File: config.mk
export PLATFORM = sky130hd
export DESIGN_NAME = wr_ctrl_burst
export DESIGN_NICKNAME = d
export VERILOG_FILES = /design/src/rtl/wr_ctrl_burst.sv
export SDC_FILE = /design/constraint.sdc
export NUM_CORES = 1
export LEC_CHECK = 0
export CORE_MARGIN = 2
export CORE_UTILIZATION = 60
export CTS_CLUSTER_SIZE = 30
export DETAILED_ROUTE_END_ITERATION = 8
export DONT_BUFFER_PORTS = 1
export PLACE_DENSITY = 0.76
export SLEW_MARGIN = 20
export SYNTH_ARGS = -nofsm -noshare
export SYNTH_HDL_FRONTEND = slang
export SYNTH_SLANG_ARGS = --single-unit
File: constraint.sdc
create_clock -name clk -period 3.73 [get_ports clk]
set_input_delay 0.746 -clock clk [delete_from_list [all_inputs] [get_ports clk]]
set_output_delay 0.746 -clock clk [all_outputs]
set_load 0.01 [all_outputs]
File: src/rtl/wr_ctrl_burst.sv
// wr_ctrl_burst: Avalon-MM burst write master fed by a show-ahead FIFO; define WR_CTRL_BURST_SPLIT_EN to split packets into MAX_BURST-beat bursts.
module wr_ctrl_burst #(
  parameter int MAX_BURST = 128
) (
  input  logic        clk,
  input  logic        reset,
  input  logic        wr_ctrl,
  input  logic        empty,
  input  logic [31:0] control,
  input  logic [31:0] pkt_begin,
  input  logic [31:0] pkt_end,
  input  logic [31:0] write_address,
  input  logic [31:0] fifo_out,
  output logic        rd_from_fifo,
  output logic        wr_ctrl_rdy,
  output logic [31:0] address,
  output logic [31:0] writedata,
  output logic        write,
  output logic [15:0] burstcount,
  input  logic        waitrequest
);
`ifdef WR_CTRL_BURST_SPLIT_EN
  localparam bit SPLIT = 1'b1;
`else
  localparam bit SPLIT = 1'b0;
`endif
  typedef enum logic [1:0] {IDLE, LOAD, BURST, DONE} state_t;
  state_t state, state_n;
  logic [31:0] rem;
  logic [15:0] beats;
  logic [15:0] bc_n;
  logic [31:0] words;
  logic        accept;
  logic        unused;
  assign unused = ^control;
  assign words = pkt_end > pkt_begin ? (pkt_end - pkt_begin + 32'd3) >> 2 : '0;
  assign bc_n = SPLIT && rem > 32'(MAX_BURST) ? 16'(MAX_BURST) : rem[15:0];
  assign write = state == BURST && !empty;
  assign accept = write && !waitrequest;
  assign rd_from_fifo = accept;
  assign writedata = state == BURST ? fifo_out : '0;
  always_comb begin
    state_n = state;
    case (state)
      IDLE:    state_n = wr_ctrl ? LOAD : IDLE;
      LOAD:    state_n = rem == '0 ? DONE : BURST;
      BURST:   if (accept && beats == 16'd1) state_n = rem == 32'd1 ? DONE : LOAD;
      DONE:    state_n = wr_ctrl ? DONE : IDLE;
      default: state_n = IDLE;
    endcase
  end
  // address doubles as the running destination pointer; it only moves between bursts
  always_ff @(posedge clk or negedge reset) begin
    if (!reset) begin
      state       <= IDLE;
      wr_ctrl_rdy <= 1'b0;
      address     <= '0;
      burstcount  <= '0;
      beats       <= '0;
      rem         <= '0;
    end else begin
      state       <= state_n;
      wr_ctrl_rdy <= state_n == IDLE;
      if (state == IDLE && wr_ctrl) begin
        address <= write_address;
        rem     <= words;
      end
      if (state == LOAD && rem != '0) begin
        burstcount <= bc_n;
        beats      <= bc_n;
      end
      if (accept) begin
        beats <= beats - 16'd1;
        rem   <= rem - 32'd1;
        if (beats == 16'd1) address <= address + 32'({burstcount, 2'b00});
      end
    end
  end
endmodule

# After elaboration in Yosys (flattened, before gate mapping)
# Cells that the tools add are included.
dict set report totals {
  word_cells 45
  reg_bits 99
  input_bits 165
  output_inout_bits 83
}
dict set report op_classes {
  n_reduce_logical 13
  magnitude_cmp 1
  eq_ne 5
  add_sub_neg 5
  mux 15
}
# op count
set ops {}
lappend ops {{$mux W32} 6}
lappend ops {{$add A32 B18 Y32} 1}
lappend ops {{$add A32 B2 Y32 const B} 1}
lappend ops {{$eq A32 B1 Y1 const B} 1}
lappend ops {{$gt A32 B32 Y1} 1}
lappend ops {{$logic_not A32 Y1} 1}
lappend ops {{$mux W16} 2}
lappend ops {{$reduce_bool A32 Y1} 1}
lappend ops {{$sub A32 B1 Y32 const B} 1}
lappend ops {{$sub A32 B32 Y32} 1}
lappend ops {{$mux W30} 1}
lappend ops {{$eq A16 B1 Y1 const B} 1}
lappend ops {{$sub A16 B1 Y16 const B} 1}
lappend ops {{$pmux W2 S4} 1}
lappend ops {{$mux W2} 3}
lappend ops {{$logic_and A1 B1 Y1} 5}
lappend ops {{$eq A2 B2 Y1 const B} 2}
lappend ops {{$logic_not A2 Y1} 2}
lappend ops {{$reduce_bool A2 Y1} 2}
lappend ops {{$eq A2 B1 Y1 const B} 1}
lappend ops {{$logic_not A1 Y1} 2}
lappend ops {{$mux W1} 2}

# Longest topological paths before layout
dict set report depth {
  ltp_word 7
  depth_mapped 13
  depth_no_buf 13
}

# Worst setup path before layout
# No wires, ideal clock.
dict set report synth_timing {
  path_kind {input to register}
  start {input port pkt_begin[8]}
  end {register rem[24]}
  arrival_time_ns 3.197
  cell_stages 12
  t_required_ns 3.604
  setup_ns 0.126
  path_buffers 0
  slack_ns 0.407
  cell_sequence {inv_1 > ha_1 > fa_1 > a21o_1 > a221oi_1 > o21a_1 > o21a_1 > o21ai_1 > a221oi_1 > xor2_1 > nor2_1 > o32a_1}
}
dict set report synth_between {
  elab_chain_len 5
  elab_cells_between_ends 6
  classes_between {add/sub: 2; order compare: 1; mux: 3}
}
# element line
set synth_lines {}
lappend synth_lines {{start, declared} 10} ;# input logic [31:0] pkt_begin,
lappend synth_lines {{$sub A32 B32 Y32} 36} ;# assign words = pkt_end > pkt_begin ? (pkt_end - pkt_begin + 32'd3) >> 2 : '0;
lappend synth_lines {{$add A32 B2 Y32} 36}
lappend synth_lines {{$mux W30 (*)} 36}
lappend synth_lines {{$mux W32 (*)} 64} ;# if (state == IDLE && wr_ctrl) begin
lappend synth_lines {{$mux W32 (*)} 72} ;# if (accept) begin
lappend synth_lines {{end signal, assigned} 66} ;# rem <= words;
lappend synth_lines {{end signal, assigned} 74} ;# rem <= rem - 32'd1;
lappend synth_lines {{end, declared} 29} ;# logic [31:0] rem;
# Every way passes the cells marked *; elsewhere a longest branch is shown, timed or not. The select of a mux whose other input is x is not followed.
# A chain may end at the register's enable or synchronous reset.

# Worst setup path after layout
dict set report layout_timing {
  start {register burstcount[0]}
  end {register address[22]}
}
dict set report layout_between {
  elab_chain_len 3
}
# element line
set layout_lines {}
lappend layout_lines {{start, declared} 19} ;# output logic [15:0] burstcount,
lappend layout_lines {{start signal, assigned} 69} ;# burstcount <= bc_n;
lappend layout_lines {{$add A32 B18 Y32} 75} ;# if (beats == 16'd1) address <= address + 32'({burstcount, 2'b00});
lappend layout_lines {{$mux W32} 75}
lappend layout_lines {{$mux W32} 72}
lappend layout_lines {{end signal, assigned} 65} ;# address <= write_address;
lappend layout_lines {{end signal, assigned} 75}
lappend layout_lines {{end, declared} 16} ;# output logic [31:0] address,
# Every way passes these cells.

==> key figures <==
STA
  • Final count of hold timing violations: 0
  • Period Utilization, post-route: 86.3%
  • Max Clk Rate: a little over 300 MHz
  • Worst Skew: slightly below 0.006 ns
  • Setup violators final: 0
  • Worst slew margin: roughly 47%
  • Final setup TNS: 0 ns
  • Unrepaired setup endpoints after global routing: false
  • Max Transition Viols Final: 0
  • Tightest Pin Transition: 0.781 ns
  • Minimum clock period: around 3.2 ns

Final layout
  • Commonest non-fill, non-tap cells in the layout: 130 x nand2_1, 99 x dfrtp_1, 84 x nor2_1, 83 x ha_1
  • Layout fillers: between 1000 and 1500
  • Most common cell after layout, fill and taps aside: nand2_1
  • Synth-to-Final Area Change: 6.47%
  • Ratio of cells with drive above 1 in the final layout: under 10%
  • Layout Nets: between 1000 and 1500
  • N_diodes: 0

Synth
  • Post-synthesis xor/xnor area fraction: 4.08%
  • Yosys warning count: 0
  • Mux cell area share after synthesis: under 10%
  • Synth Area in Compound Gates: between 20 and 25%
  • Top cell type's share of synthesized area: between 20% and 30%
  • Top FF cell, synth: dfrtp_1
  • EDFF count, synth: 0
  • Largest family of logic cells by synthesized area: simple AND/OR/NAND/NOR gates
  • Post-synthesis sequential area ratio: slightly below 30%
  • Gate Count Post-Synth: roughly 1000
  • Cell taking the most area after synthesis: dfrtp_1
  • Synth cell types: 72
  • Synth Cell Area: approximately 8600 um2
  • Synth Register Bits: 99
  • Synth top area cells: dfrtp_1 29%, ha_1 12%, nand2_1 5.7%, a21oi_1 4.0%, fa_1 3.7%
  • Post-synthesis adder-cell area fraction: about 16%
  • Async SR Flop Fraction: between 90% and 100%
  • Simple-Gate Fraction of Synth Area: 24.6%
  • Mean Syn Cell Area: between 8 and 9 um2
  • Synth Net Count: 1309

GRT
  • Total Routing Usage GR: 26.3%
  • Initial antenna violation count: 0
  • Pin count of the biggest net entering global routing: 100
  • Total gr overflow: 0
  • Global-route wire length before repair: roughly 33 mm
  • Vias in the first global route: 7081

Clocking
  • CTS hold repair buffers: 0
  • # Post-CTS Setup Buffers: 0
  • Clk sink count: approximately 100
  • Clock transition at path regs: around 0.07 ns
  • Deepest clock path buffer count: 2
  • CTS resizes: 0
  • CTS tree: done
  • Cts bufs inserted: 9
  • Worst skew pair latency: 0.34 ns
  • Root buffer cell: clkbuf_16
  • Htree depth: 3

Pwr
  • Sequential share of power: a little under two fifths
  • Comb pwr share: a little under half
  • P per Cell Area: 669 nW/um2
  • Net switching power figure: 2.69 mW
  • Int Power: approximately 3.4 mW
  • Leakage: about 4.2 nW
  • Maximum VDD drop: between 200 and 300 uV
  • Power Total: between 6 and 7 mW
  • Switch share: a little over two fifths
  • Clock share of power: between 10% and 20%

Status
  • Outcome: complete, no violations

Worst hold path
  • Worst hold path type: in2async

Detailed routing
  • Final wirelength: roughly 20 mm
  • DR DRC count: 0
  • DR pass1 iterations: 5
  • Vias per std cell: a little over 6
  • DRT antenna net count: 0
  • Post-DR wirelength/cell: 16.4 um
  • Via count: around 7600
  • DR iter-0 viols: between 400 and 500

Placed design
  • Buffers on Ports: 0
  • Final HPWL DP: ~15 mm
  • Routability cong.: 0.875

Floorplanning
  • Die H: between 100 and 150 um
  • DIE WIDTH: 124 um
  • Core Area: 13900 um2
  • I/O pins: around 250
  • Std-Cell Rows: 43
  • Initial Utilization: between 60% and 70%
  • Die area: 15300 um2

Critical path
  • R2R cell count: 11
  • Arrival time at the worst endpoint: ~3.4 ns
  • Worst Path Required: just under 4 ns
  • Worst setup SP type: register
  • Crit end category: register
  • Crit path max fanout: 6
  • Critical path type: reg2reg

Run
  • Max_cap viols: 0
==> per-layer routing <==
| layer | GRT usage, % | share of wire (%) | wire, um | vias up |
|---|---|---|---|---|
| met5 | 0 | 0 | 0 | - |
| met4 | 9.30 | 1.5 | 310 | 0 |
| met3 | 3.21 | 4.9 | 993 | 25 |
| met2 | 43.0 | 47 | 9400 | 210 |
| met1 | 36.0 | 47 | 9360 | 3588 |
| li1 | - | - | - | 3739 |
==> cell usage after synthesis, types with 17 or more instances <==
| master | instances |
|---|---|
| dfrtp_1 | 99 |
| nand2b_1 | 17 |
| a211oi_1 | 20 |
| ha_1 | 83 |
| inv_1 | 68 |
| nand2_1 | 130 |
| nand3_1 | 32 |
| a21oi_1 | 68 |
| o21ai_0 | 51 |
| a21o_1 | 22 |
| xnor2_1 | 25 |
| clkbuf_1 | 23 |
| nor2_1 | 84 |
| nor3_1 | 28 |
| and2_1 | 35 |
==> path summary, 6_finish.rpt <==
check                                                from                          to  slack [ns]
worst max-delay path            burstcount[0]$_DFFE_PN0P_       address[22]$_DFF_PN0_        0.51
worst min-delay path                                reset        address[4]$_DFF_PN0_        0.09
worst max register to register  burstcount[0]$_DFFE_PN0P_       address[22]$_DFF_PN0_        0.51
worst min register to register      beats[15]$_DFFE_PN0P_       beats[15]$_DFFE_PN0P_        0.49
max in group asynchronous                           reset  burstcount[10]$_DFFE_PN0P_        3.49
min in group clk                                  wr_ctrl       wr_ctrl_rdy$_DFF_PN0_        0.47
==> power groups by stage <==
stage	sequential [mW]	clock [mW]	combinational (mW)
after floorplan	2.08	0	2.31
after global placement	2.27	0	2.69
after detailed placement	2.29	0	2.75
after CTS	2.27	1.09	2.77
after global routing	2.37	1.14	3.13
final	2.28	1.08	2.76
==> layout make-up <==
cell class                 count  area [um2]  share of cell area [%]
sequential                    99        2480                    27.1
multi-input combinational    845        5710                    62.5
clock inverter                 5         100                    1.09
clock buffer                  11         243                    2.65
tap                          180         225                    2.46
timing repair buffer          15         125                    1.37
inverter                      69         259                    2.83
==> logic make-up (layout without fill, tap and decap cells) <==
kind of cell,count (synthesis),in the layout
AND/OR/NAND/NOR,424,424
buffers and inverters,101,100
AO/OA/AOI/OAI,269,269
XOR/XNOR,40,40
multiplexers,13,13
flip-flops,99,99
adder cells (fa/ha/maj),99,99
==> worst max-delay path, cell delays in order (launching register included) <==
cell and delay, ns:
dfrtp_1 0.44, ha_1 0.23, fa_1 0.41, a21oi_1 0.20
nor2_1 0.08, or4_1 0.44, a221o_1 0.40, a21o_1 0.22
nand2_1 0.14, nor2_1 0.14, a311oi_1 0.30, a211oi_1 0.07
==> registers in the layout, summed over array words and instances, names as in the netlist <==
name and flops:
burstcount 16, wr_ctrl_rdy 1, state 2, beats 16
address 32, rem 32
==> per-stage QoR <==
| step | cells | cell area, um2 | util (%) | setup WS, ns | hold slack [ns] |
|---|---|---|---|---|---|
| global route | 1224 | 9140 | 65.6 | 0.264 | 0.0829 |
| global placement | 1208 | 8800 | 63.2 | 0.232 | 0.449 |
| floorplan | 1045 | 8590 | - | 0.407 | 0.436 |
| finish | 1224 | 9140 | 65.6 | 0.512 | 0.0915 |
| detailed placement | 1208 | 8800 | 63.2 | 0.183 | 0.453 |
| CTS | 1224 | 9140 | 65.6 | 0.496 | 0.0891 |
Note: power is estimated with default switching activity, not from simulation.
